--- src/rtl/axi_mm_ostd_pkg.sv ---
// Shared types and constants for the AXI-MM outstanding-transaction controller.
package axi_mm_ostd_pkg;

    typedef enum logic [1:0] {
        RUN      = 2'd0,
        DRAIN    = 2'd1,
        QUIESCED = 2'd2
    } ostd_state_e;

    localparam int ERR_RD_UFL = 0;
    localparam int ERR_B_UFL  = 1;
    localparam int ERR_WDOG   = 2;

    // A runtime limit of 0, or one above the hard cap, selects the hard cap.
    function automatic int eff_limit(input int cfg, input int max_ostd);
        return (cfg == 0 || cfg > max_ostd) ? max_ostd : cfg;
    endfunction

endpackage

--- src/rtl/axi_mm_ostd_cnt.sv ---
// Saturating up/down outstanding counter with limit compare and underflow flag.
module axi_mm_ostd_cnt #(
    parameter int W   = 4,
    parameter int MAX = 8
) (
    input  logic         clk,
    input  logic         rst_n,
    input  logic         inc,
    input  logic         dec,
    input  logic [W-1:0] limit,
    output logic [W-1:0] cnt,
    output logic         below_lim,
    output logic         ufl
);

    // NOTE: every always_comb output is assigned on every path, so no latch is inferred.
    always_comb begin
        below_lim = (cnt < limit);
        ufl       = dec && !inc && (cnt == '0);
    end

    // NOTE: sequential state uses non-blocking assignments only.
    always_ff @(posedge clk or negedge rst_n) begin
        if (!rst_n) begin
            cnt <= '0;
        end else if (inc && !dec && cnt != W'(MAX)) begin
            cnt <= cnt + 1'b1;
        end else if (dec && !inc && cnt != '0) begin
            cnt <= cnt - 1'b1;
        end
    end

endmodule

--- src/rtl/axi_mm_master_ostd_ctrl.sv ---
// Outstanding-transaction throttle and drain/quiesce handshake for an AXI-MM master link.
// Optional watchdog enabled by defining AXI_MM_OSTD_WDOG_EN.
module axi_mm_master_ostd_ctrl
    import axi_mm_ostd_pkg::*;
#(
    parameter int MAX_RD_OSTD = 8,
    parameter int MAX_WR_OSTD = 8,
    parameter int WDOG_CYCLES = 1024,
    localparam int CW = $clog2(((MAX_RD_OSTD > MAX_WR_OSTD) ? MAX_RD_OSTD : MAX_WR_OSTD) + 1)
) (
    input  logic          clk_wr,
    input  logic          rst_wr_n,
    input  logic [CW-1:0] cfg_rd_limit,
    input  logic [CW-1:0] cfg_wr_limit,
    input  logic          user_arvalid,
    output logic          user_arready,
    output logic          link_arvalid,
    input  logic          link_arready,
    input  logic          user_awvalid,
    output logic          user_awready,
    output logic          link_awvalid,
    input  logic          link_awready,
    input  logic          user_wvalid,
    input  logic          user_wlast,
    output logic          user_wready,
    output logic          link_wvalid,
    input  logic          link_wready,
    input  logic          link_rvalid,
    input  logic          link_rlast,
    output logic          link_rready,
    output logic          user_rvalid,
    input  logic          user_rready,
    input  logic          link_bvalid,
    output logic          link_bready,
    output logic          user_bvalid,
    input  logic          user_bready,
    input  logic          drain_req,
    output logic          drain_ack,
    output logic [CW-1:0] rd_ostd_cnt,
    output logic [CW-1:0] wr_ostd_cnt,
    output logic [2:0]    err_status
);

    ostd_state_e   state;
    logic [CW-1:0] rd_lim, wr_lim, wcred;
    logic          rd_below, wr_below, wcred_below;
    logic          rd_ufl, wr_ufl, wcred_ufl;
    logic          ar_ok, aw_ok, w_ok;
    logic          ar_hs, aw_hs, w_last_hs, r_last_hs, b_hs;
    logic          wdog_hit;
    logic [2:0]    err_set;
    logic          unused_ok;

    always_comb begin
        rd_lim = CW'(eff_limit(int'(cfg_rd_limit), MAX_RD_OSTD));
        wr_lim = CW'(eff_limit(int'(cfg_wr_limit), MAX_WR_OSTD));

        ar_ok = (state == RUN) && rd_below;
        aw_ok = (state == RUN) && wr_below;
        w_ok  = (wcred != '0);

        link_arvalid = user_arvalid & ar_ok;
        user_arready = link_arready & ar_ok;
        link_awvalid = user_awvalid & aw_ok;
        user_awready = link_awready & aw_ok;
        link_wvalid  = user_wvalid & w_ok;
        user_wready  = link_wready & w_ok;

        user_rvalid = link_rvalid;
        link_rready = user_rready;
        user_bvalid = link_bvalid;
        link_bready = user_bready;

        ar_hs     = link_arvalid & link_arready;
        aw_hs     = link_awvalid & link_awready;
        w_last_hs = link_wvalid & link_wready & user_wlast;
        r_last_hs = link_rvalid & user_rready & link_rlast;
        b_hs      = link_bvalid & user_bready;

        err_set             = '0;
        err_set[ERR_RD_UFL] = rd_ufl;
        err_set[ERR_B_UFL]  = wr_ufl;
        err_set[ERR_WDOG]   = wdog_hit;
    end

    axi_mm_ostd_cnt #(.W(CW), .MAX(MAX_RD_OSTD)) u_rd_cnt (
        .clk(clk_wr), .rst_n(rst_wr_n), .inc(ar_hs), .dec(r_last_hs), .limit(rd_lim),
        .cnt(rd_ostd_cnt), .below_lim(rd_below), .ufl(rd_ufl)
    );

    axi_mm_ostd_cnt #(.W(CW), .MAX(MAX_WR_OSTD)) u_wr_cnt (
        .clk(clk_wr), .rst_n(rst_wr_n), .inc(aw_hs), .dec(b_hs), .limit(wr_lim),
        .cnt(wr_ostd_cnt), .below_lim(wr_below), .ufl(wr_ufl)
    );

    // Write credits never exceed wr_ostd_cnt, so the write cap bounds them too.
    axi_mm_ostd_cnt #(.W(CW), .MAX(MAX_WR_OSTD)) u_wcred (
        .clk(clk_wr), .rst_n(rst_wr_n), .inc(aw_hs), .dec(w_last_hs), .limit(CW'(MAX_WR_OSTD)),
        .cnt(wcred), .below_lim(wcred_below), .ufl(wcred_ufl)
    );

`ifdef AXI_MM_OSTD_WDOG_EN
    logic [31:0] idle_cnt;

    always_ff @(posedge clk_wr or negedge rst_wr_n) begin
        if (!rst_wr_n) begin
            idle_cnt <= '0;
        end else if (r_last_hs || b_hs || (rd_ostd_cnt == '0 && wr_ostd_cnt == '0)) begin
            idle_cnt <= '0;
        end else if (idle_cnt != 32'hFFFF_FFFF) begin
            idle_cnt <= idle_cnt + 32'd1;
        end
    end

    assign wdog_hit  = (idle_cnt >= 32'(WDOG_CYCLES));
    assign unused_ok = &{1'b0, wcred_below, wcred_ufl};
`else
    assign wdog_hit  = 1'b0;
    assign unused_ok = &{1'b0, wcred_below, wcred_ufl, (32'(WDOG_CYCLES) != 32'd0)};
`endif

    always_ff @(posedge clk_wr or negedge rst_wr_n) begin
        if (!rst_wr_n) begin
            err_status <= '0;
        end else begin
            err_status <= err_status | err_set;
        end
    end

    always_ff @(posedge clk_wr or negedge rst_wr_n) begin
        if (!rst_wr_n) begin
            state     <= RUN;
            drain_ack <= 1'b0;
        end else begin
            case (state)
                RUN: begin
                    if (drain_req) state <= DRAIN;
                end
                DRAIN: begin
                    if (!drain_req) begin
                        state <= RUN;
                    end else if (rd_ostd_cnt == '0 && wr_ostd_cnt == '0 && wcred == '0) begin
                        state     <= QUIESCED;
                        drain_ack <= 1'b1;
                    end
                end
                QUIESCED: begin
                    if (!drain_req) begin
                        state     <= RUN;
                        drain_ack <= 1'b0;
                    end
                end
                default: begin
                    state     <= RUN;
                    drain_ack <= 1'b0;
                end
            endcase
        end
    end

endmodule

--- config.mk ---
export PLATFORM = sky130hd
export DESIGN_NAME = axi_mm_master_ostd_ctrl
export DESIGN_NICKNAME = d
export VERILOG_FILES = /design/src/rtl/axi_mm_ostd_pkg.sv /design/src/rtl/axi_mm_ostd_cnt.sv /design/src/rtl/axi_mm_master_ostd_ctrl.sv
export SDC_FILE = /design/constraint.sdc
export NUM_CORES = 1
export LEC_CHECK = 0
export CAP_MARGIN = 20
export CORE_MARGIN = 4
export CORE_UTILIZATION = 53
export CTS_BUF_LIST = sky130_fd_sc_hd__clkbuf_8
export DETAILED_ROUTE_END_ITERATION = 10
export PLACE_DENSITY = 0.95
export SLEW_MARGIN = 20
export SYNTH_ARGS = -nofsm -noshare
export SYNTH_HDL_FRONTEND = slang
export SYNTH_HIERARCHICAL = 1
export SYNTH_SLANG_ARGS = --single-unit
--- constraint.sdc ---
create_clock -name clk_wr -period 4.4 [get_ports clk_wr]
set_clock_uncertainty 0.05 [all_clocks]
set_input_delay 0.66 -clock clk_wr [delete_from_list [all_inputs] [get_ports clk_wr]]
set_output_delay 0.66 -clock clk_wr [all_outputs]
set_load 0.02 [all_outputs]
# Word-level counts from Yosys, hierarchy flattened
# Cells that the tools add are included.
# totals
ff_bits	18
input_bits	23
out_inout_bits	22
wordCells	97
# classes
n_addsub	6
order_cmp	4
eq_ne	10
mux	17
n_bitwise	15
n_reduce_logical	39
# ops
cell	count
$mux 4	8
$logic_not 4->1	5
$logic_and 1x1->1	18
$and 1x1->1	13
$add 4x1->4 const B	3
$ne 4x4->1 const B	3
$reduce_bool 4->1	3
$sub 4x1->4 const B	3
$gt 4x4->1 const B	2
$lt 4x4->1	2
$mux 2	4
$ne 2x2->1 const B	4
$pmux 2 s3	1
$reduce_bool 2->1	3
$logic_not 1->1	5
$reduce_and 4->1	1
$mux 1	3
$ne 3x3->1 const B	1
$or 3x2->3	1
$pmux 1 s3	1
$reduce_and 3->1	1
$eq 2x1->1 const B	1
$eq 2x2->1 const B	1
$logic_not 2->1	1
other kinds (2)	3

# Longest topological paths before layout
# Gate-level depths: netlist of the first run.
# logic_depth
ltp_word	12
ltp_mapped	14
depth_no_buf	14

# By module
# The synthesis of the first run kept the hierarchy.
# modules_own_cells
mod	instances	cells_per_inst	area_per_inst_um2	seq_area_each_um2
axi_mm_ostd_cnt	3	39	375.4	100.1
axi_mm_master_ostd_ctrl	1	49	416.6	125.1

# Worst setup path before layout of the first run
# No wires, ideal clock.
# synth_path
kind	input-to-reg
startpoint	input port cfg_wr_limit[1]
endpoint	register u_wcred.cnt[3]
setup_time_ps	138
t_arrival_ps	3266
t_required_ps	4212
path_slack_ps	945
path_stages	14
path_buffers	0
cell_sequence	nor2b_1 -> inv_1 -> ha_1 -> a21o_1 -> a21o_1 -> a21oi_1 -> and3_1 -> and2_1 -> nor2b_1 -> nand2_1 -> ha_1 -> a21o_2 -> a21oi_1 -> mux4_2
# synth_via
elab_chain_cells	11
word_cells_on_any_way	15
cone_classes	order compare (2); mux (2); bitwise (2); reduce/logical (9)
# synth_lines
element	line_no	source
start, declared	axi_mm_master_ostd_ctrl.sv:14	input logic [CW-1:0] cfg_wr_limit,
$gt 4x4->1 or $logic_not 4->1 (tied branches)	axi_mm_ostd_pkg.sv:16	return (cfg == 0 || cfg > max_ostd) ? max_ostd : cfg;
$logic_or 1x1->1	axi_mm_ostd_pkg.sv:16	
$mux 4 (*)	axi_mm_ostd_pkg.sv:16	
$lt 4x4->1 (*)	axi_mm_ostd_cnt.sv:18	below_lim = (cnt < limit);
via wr_below	axi_mm_master_ostd_ctrl.sv:46	logic rd_below, wr_below, wcred_below;
$logic_and 1x1->1 (*)	axi_mm_master_ostd_ctrl.sv:59	aw_ok = (state == RUN) && wr_below;
$and 1x1->1 (*)	axi_mm_master_ostd_ctrl.sv:64	link_awvalid = user_awvalid & aw_ok;
$and 1x1->1 (*)	axi_mm_master_ostd_ctrl.sv:75	aw_hs = link_awvalid & link_awready;
via aw_hs	axi_mm_master_ostd_ctrl.sv:49	logic ar_hs, aw_hs, w_last_hs, r_last_hs, b_hs;
$logic_not 1->1	n/a	
$logic_and 1x1->1	n/a	
$logic_and 1x1->1	axi_mm_ostd_cnt.sv:28	end else if (dec && !inc && cnt != '0) begin
$reduce_bool 2->1 (no line)	n/a	
end signal, assigned	axi_mm_ostd_cnt.sv:27	cnt <= cnt + 1'b1;
end signal, assigned	axi_mm_ostd_cnt.sv:29	cnt <= cnt - 1'b1;
end, declared	axi_mm_ostd_cnt.sv:11	output logic [W-1:0] cnt,
# Mark *: on every way through the listed nets, which the timed path passes. The rest lies on a longest branch.
# A chain may end at the register's enable or synchronous reset.

# Worst setup path in the final report of the first run
# layout_path
startpoint	input port cfg_wr_limit[1]
endpoint	register u_wr_cnt.cnt[3]
# layout_via
elab_chain_cells	11
word_cells_on_any_way	15
cone_classes	order compare (2); mux (2); bitwise (2); reduce/logical (9)
# layout_lines
element	line_no	source
$gt 4x4->1 or $logic_not 4->1 (tied branches)	axi_mm_ostd_pkg.sv:16	
$logic_or 1x1->1	axi_mm_ostd_pkg.sv:16	
$mux 4 (*)	axi_mm_ostd_pkg.sv:16	
via wr_lim[1]	axi_mm_master_ostd_ctrl.sv:45	logic [CW-1:0] rd_lim, wr_lim, wcred;
$lt 4x4->1 (*)	axi_mm_ostd_cnt.sv:18	
via wr_below	axi_mm_master_ostd_ctrl.sv:46	
$logic_and 1x1->1 (*)	axi_mm_master_ostd_ctrl.sv:59	
$and 1x1->1 (*)	axi_mm_master_ostd_ctrl.sv:64	
$and 1x1->1 (*)	axi_mm_master_ostd_ctrl.sv:75	
via aw_hs	axi_mm_master_ostd_ctrl.sv:49	
$logic_not 1->1	n/a	
$logic_and 1x1->1 (2 in series)	axi_mm_ostd_cnt.sv:28	
$reduce_bool 2->1 (no line)	n/a	
end signal, assigned	axi_mm_ostd_cnt.sv:27	
end signal, assigned	axi_mm_ostd_cnt.sv:29	
end, declared	axi_mm_ostd_cnt.sv:11	
# Marks and branches as above.

==> flow_summary_export.csv, run 1 <==
group,metric,value,unit
clock_network,cts_tree,"built",
synth,yosys_warnings,6,
sta,rsz0062_at_grt,"false",
detailed_routing,drcViolationCount,0,
sta,min_period,3.903,ns
clock_network,cts.sinks,17,
floorplan,core_area,2545,µm²
hold_path,holdCritPathClass,"reg -> reg",
pwr,p_per_area,578.0,nW/µm²
finish,area_growth,32.68,%
floorplan,initial_core_util,57.33,%
global_routing,gr-total-overflow,0,
pwr,vdd_drop_max,0.4634,mV
finish,fin_util,76.06,%
floorplan,die_width,60.47,µm
global_routing,track_usage,20.97,%
finish,n_fill_cell,171,
finish,design_area,1936,µm²
clock_network,h-tree-depth,1,
synth,syn_area,1459,µm²
run,max-cap-violations,0,
floorplan,io-pin-count,45,
sta,finalSetupViolCount,0,
critical_path,cp_max_fo,6,
place,post-place-ws,0.3270,ns
detailed_routing,dr_total_vias,1274,
pwr,p_leak,0.8223,nW
clock_network,clock_latency,0.25,ns
global_routing,grt_max_degree,18,
detailed_routing,post_drt_wl_per_cell,15.19,µm
floorplan,die_y,60.47,µm
clock_network,post-cts-setup-buffer-count,0,
sta,tns,0,ns
synth,syn_area_per_cell,9.473,µm²
critical_path,end_kind,"register",
finish,drive_gt1_share,12.76,%
global_routing,first_global_vias,1365,
detailed_routing,avgViaCountPerCell,5.637,
place,dp.final_hpwl,2.720,mm
floorplan,rows,18,
global_routing,grt_antenna_before_repair,0,
place,port_buffers,43,
sta,post-route-period-util,88.70,%
clock_network,root_buffer,"clkbuf_8",
sta,achievable-frequency,0.2562,GHz
sta,hold_violations,0,
detailed_routing,drt_iter0_drc,31,
global_routing,grt_pass1_wl,5.796,mm
critical_path,cp.required,4.48,ns
critical_path,start_kind,"input pin",
clock_network,clkTransAtPathRegs,0.07,ns
synth,synth_cells,154,
finish,layout.nets,235,
place,placed_cell_area,1889,µm²
sta,slew-limit-headroom,48.87,%
synth,syn-num-nets,192,
clock_network,cts_buffer_depth,2,
clock_network,cts_hold_buf,0,
detailed_routing,drt_first_pass_iters,4,
sta,tightest_slew,0.7645,ns
clock_network,cts_buffers,3,
detailed_routing,drt_wl_total,3.433,mm
clock_network,postCtsResizedCells,0,
place,gp_congestion,0.7800,
sta,setup_ws,0.4974,ns
critical_path,crit_type,"in -> reg",
pwr,power,1.119,mW
finish,n_antenna_cell,0,
detailed_routing,antenna_left,0,
run_status,status,"finished, final reports clean",
sta,slew_violations,0,
critical_path,cp.arrival,3.98,ns
floorplan,dieArea,3656,µm²
metal layers:
metal | vias to the layer above | track usage [%] | share of wire [%]
met3 | 4 | 2.553 | 7.2
met1 | 609 | 23.10 | 40
met5 | - | 0 | 0
met2 | 51 | 40.12 | 52
li1 | 610 | - | -
met4 | 0 | 8.978 | 0.96
layout make-up:
cell class	instances	area (µm²)	share of cell area, %
clock buffer	3	41.29	2.133
clock inverter	1	5.005	0.2586
inverter	8	30.03	1.551
multi-input combinational	124	965.9	49.90
sequential	17	425.4	21.98
tap	30	37.54	1.939
timing repair buffer	43	430.4	22.24
flip-flops by register name, indices dropped and copies added (netlist names):
| signal | cells |
|---|---|
| drain_ack | 1 |
| err_status | 2 |
| state | 2 |
| u_rd_cnt/cnt | 4 |
| u_wcred/cnt | 4 |
| u_wr_cnt/cnt | 4 |
critical path: stages:
cell and delay, ns:
clkdlybuf4s50_1 0.47, nor2b_1 0.12, inv_1 0.05, ha_1 0.28
a21o_1 0.16, a21o_1 0.17, a21oi_1 0.16, and3_1 0.20
and2_1 0.27, nor2b_1 0.27, nand2_1 0.17, ha_1 0.32
a21o_2 0.21, a21oi_1 0.16, mux4_2 0.32
report_power, final:
group / switching [mW] / internal, mW / leakage [nW]
Clock: 0.0552 / 0.0629 / 0.0255
Combinational: 0.281 / 0.336 / 0.594
Sequential: 0.163 / 0.220 / 0.203
stage by stage:
stage	hold WS [ns]	std cells
after floorplan	0.3144	154
after global placement	0.4029	222
after detailed placement	0.4077	222
after CTS	0.4255	226
after global routing	0.4459	226
final	0.4294	226
layout by cell type, fill, tap and decap left out, types with 4 or more instances in the layout:
cell / instances
a21o_1: 4
a21oi_1: 9
and3_1: 5
clkdlybuf4s50_1: 43
dfrtp_1: 17
ha_1: 12
inv_1: 8
nand2_1: 19
nand2b_1: 5
nor2_1: 8
nor2b_1: 10
nor3_1: 5
or2_2: 4
xnor2_1: 6
xor2_1: 6
path summary, 6_finish.rpt:
path | slack (ns) | to | start | cells after the start
worst max-delay path | 0.50 | u_wr_cnt/cnt[3] | cfg_wr_limit[1] | 15
worst min-delay path | 0.43 | err_status[0] | err_status[0] | 1
worst max register to register | 0.93 | u_wr_cnt/cnt[3] | u_wr_cnt/cnt[1] | 12
worst min register to register | 0.43 | err_status[0] | err_status[0] | 1
max in group asynchronous | 3.02 | u_rd_cnt/cnt[1] | rst_wr_n | 1
min in group asynchronous | 0.80 | u_wr_cnt/cnt[3] | rst_wr_n | 1
Note: power is estimated with default switching activity, not from simulation.
==> inputs of run 2 (changes only) <==
- CORE_ASPECT_RATIO: unset -> 0.6
==> flow_summary_export.csv, run 2 (synthesis gave the netlist of run 1 again) <==
group,metric,value,unit
run_status,status,"finished, final reports clean",
sta,slew-limit-headroom,50.71,%
critical_path,crit_type,"in -> reg",
clock_network,root_buffer,"clkbuf_8",
critical_path,cp.arrival,3.94,ns
pwr,p_per_area,574.0,nW/µm²
finish,design_area,1938,µm²
critical_path,cp_max_fo,6,
hold_path,hold_end,"err_status[0]",
sta,achievable-frequency,0.2593,GHz
global_routing,grt_max_degree,18,
global_routing,track_usage,19.80,%
hold_path,worstHoldStart,"err_status[0]",
floorplan,initial_core_util,57.04,%
sta,tightest_slew,0.7370,ns
sta,rsz0062_at_grt,"false",
clock_network,cts_hold_buf,0,
finish,n_antenna_cell,0,
global_routing,grt_pass1_wl,5.568,mm
global_routing,gr-total-overflow,0,
finish,layout.nets,235,
place,gp_congestion,0.8862,
detailed_routing,avgViaCountPerCell,5.509,
floorplan,core_area,2557,µm²
pwr,combPwrFrac,55.2,%
critical_path,end_kind,"register",
clock_network,post-cts-setup-buffer-count,0,
sta,post-route-period-util,87.66,%
run,max-cap-violations,0,
pwr,power,1.113,mW
pwr,p_int,0.6181,mW
finish,final_cell_mix,"clkdlybuf4s50_1 (43), nand2_1 (19), dfrtp_1 (17), ha_1 (12), nor2b_1 (10)",
detailed_routing,drt_iter0_drc,49,
pwr,vdd_drop_max,0.3991,mV
critical_path,start_kind,"input pin",
hold_path,min_delay_path_depth,1,
global_routing,grt_antenna_before_repair,0,
clock_network,cts_tree,"built",
pwr,power.net_switching,0.4945,mW
floorplan,rows,14,
clock_network,clock_latency,0.26,ns
detailed_routing,drt_wl_total,3.401,mm
finish,layout_commonest_cell,"clkdlybuf4s50_1",
detailed_routing,post_drt_wl_per_cell,14.92,µm
pwr,seqPwrFrac,34.0,%
place,dp.final_hpwl,2.811,mm
place,port_buffers,43,
pwr,switching_share,44.45,%
pwr,p_leak,0.8223,nW
finish,drive_gt1_share,12.76,%
critical_path,reg2reg_to,"u_wr_cnt/cnt[3]",
detailed_routing,antenna_left,0,
clock_network,postCtsResizedCells,0,
floorplan,die_width,75.73,µm
clock_network,cts_buffers,3,
detailed_routing,drt_first_pass_iters,4,
floorplan,dieArea,3684,µm²
finish,top_regs,"u_rd_cnt/cnt (4), u_wcred/cnt (4), u_wr_cnt/cnt (4)",
critical_path,rr_startpoint,"u_wr_cnt/cnt[1]",
clock_network,cts_buffer_depth,2,
detailed_routing,dr_total_vias,1256,
finish,n_fill_cell,180,
sta,tns,0,ns
clock_network,cts.sinks,17,
floorplan,die_y,48.64,µm
floorplan,io-pin-count,45,
hold_path,holdCritPathClass,"reg -> reg",
finish,area_growth,32.85,%
clock_network,h-tree-depth,1,
place,placed_cell_area,1892,µm²
clock_network,clkTransAtPathRegs,0.07,ns
critical_path,ff2ff_setup_slack,1.00,ns
pwr,pwr-share-clk,10.8,%
sta,slew_violations,0,
finish,multi_input_area,965.9,µm²
sta,finalSetupViolCount,0,
detailed_routing,drcViolationCount,0,
sta,hold_violations,0,
sta,whs,0.4291,ns
critical_path,cp.required,4.48,ns
global_routing,first_global_vias,1156,
finish,regArea,425.4,µm²
sta,min_period,3.857,ns
critical_path,worst_r2r_path_depth,12,
-- run 2: metrics by stage --
stage | instances | setup slack [ns] | utilization (%)
2_1_floorplan | 154 | 0.9452 | -
4_1_cts | 228 | 0.5645 | 75.78
6_report | 228 | 0.5429 | 75.78
3_3_place_gp | 224 | 0.3859 | 73.97
5_1_grt | 228 | 0.2795 | 75.78
3_5_place_dp | 224 | 0.3081 | 73.97
-- run 2: critical path: stages --
cell and delay (ns):
clkdlybuf4s50_1 0.47, nor2b_1 0.13, inv_1 0.05, ha_1 0.28, a21o_1 0.15, a21o_1 0.16, a21oi_1 0.15, and3_1 0.18
and2_1 0.25, nor2b_1 0.26, nand2_1 0.16, ha_1 0.31, a21o_2 0.21, a21oi_1 0.18, mux4_2 0.32
-- run 2: final cells by class --
type                       instances  share of cell area (%)
clock buffer                       3                   2.130
clock inverter                     1                  0.2582
inverter                           8                   1.549
multi-input combinational        124                   49.84
sequential                        17                   21.95
tap                               32                   2.066
timing repair buffer              43                   22.21
-- run 2: how the worst max path moves through the flow --
stage / slack, ns / cells past startpoint / to / startpoint
after global placement: 0.39 / 15 / u_wcred/cnt[3] / cfg_wr_limit[1]
after detailed placement: 0.31 / 15 / u_wr_cnt/cnt[3] / cfg_wr_limit[1]
final: 0.54 / 15 / u_wr_cnt/cnt[3] / cfg_wr_limit[1]
after global routing: 0.28 / 15 / u_wr_cnt/cnt[3] / cfg_wr_limit[1]
after floorplan: 0.95 / 14 / u_wr_cnt/cnt[3] / cfg_wr_limit[1]
after CTS: 0.56 / 15 / u_wr_cnt/cnt[3] / cfg_wr_limit[1]
-- run 2: power by group through the flow --
stage	sequential, mW	combinational [mW]	clock (mW)
floorplan	0.405	0.358	0
global placement	0.373	0.587	0
detailed placement	0.383	0.611	0
CTS	0.379	0.617	0.123
global route	0.399	0.671	0.132
finish	0.378	0.614	0.121
-- run 2: per-layer routing --
layer | vias to the layer above | routed length, µm | global-route usage [%]
met2 | 41 | 1686 | 32.81
met3 | 3 | 237 | 4.545
met5 | - | 0 | 0
met1 | 603 | 1453 | 26.53
li1 | 609 | - | -
met4 | 0 | 22 | 3.488
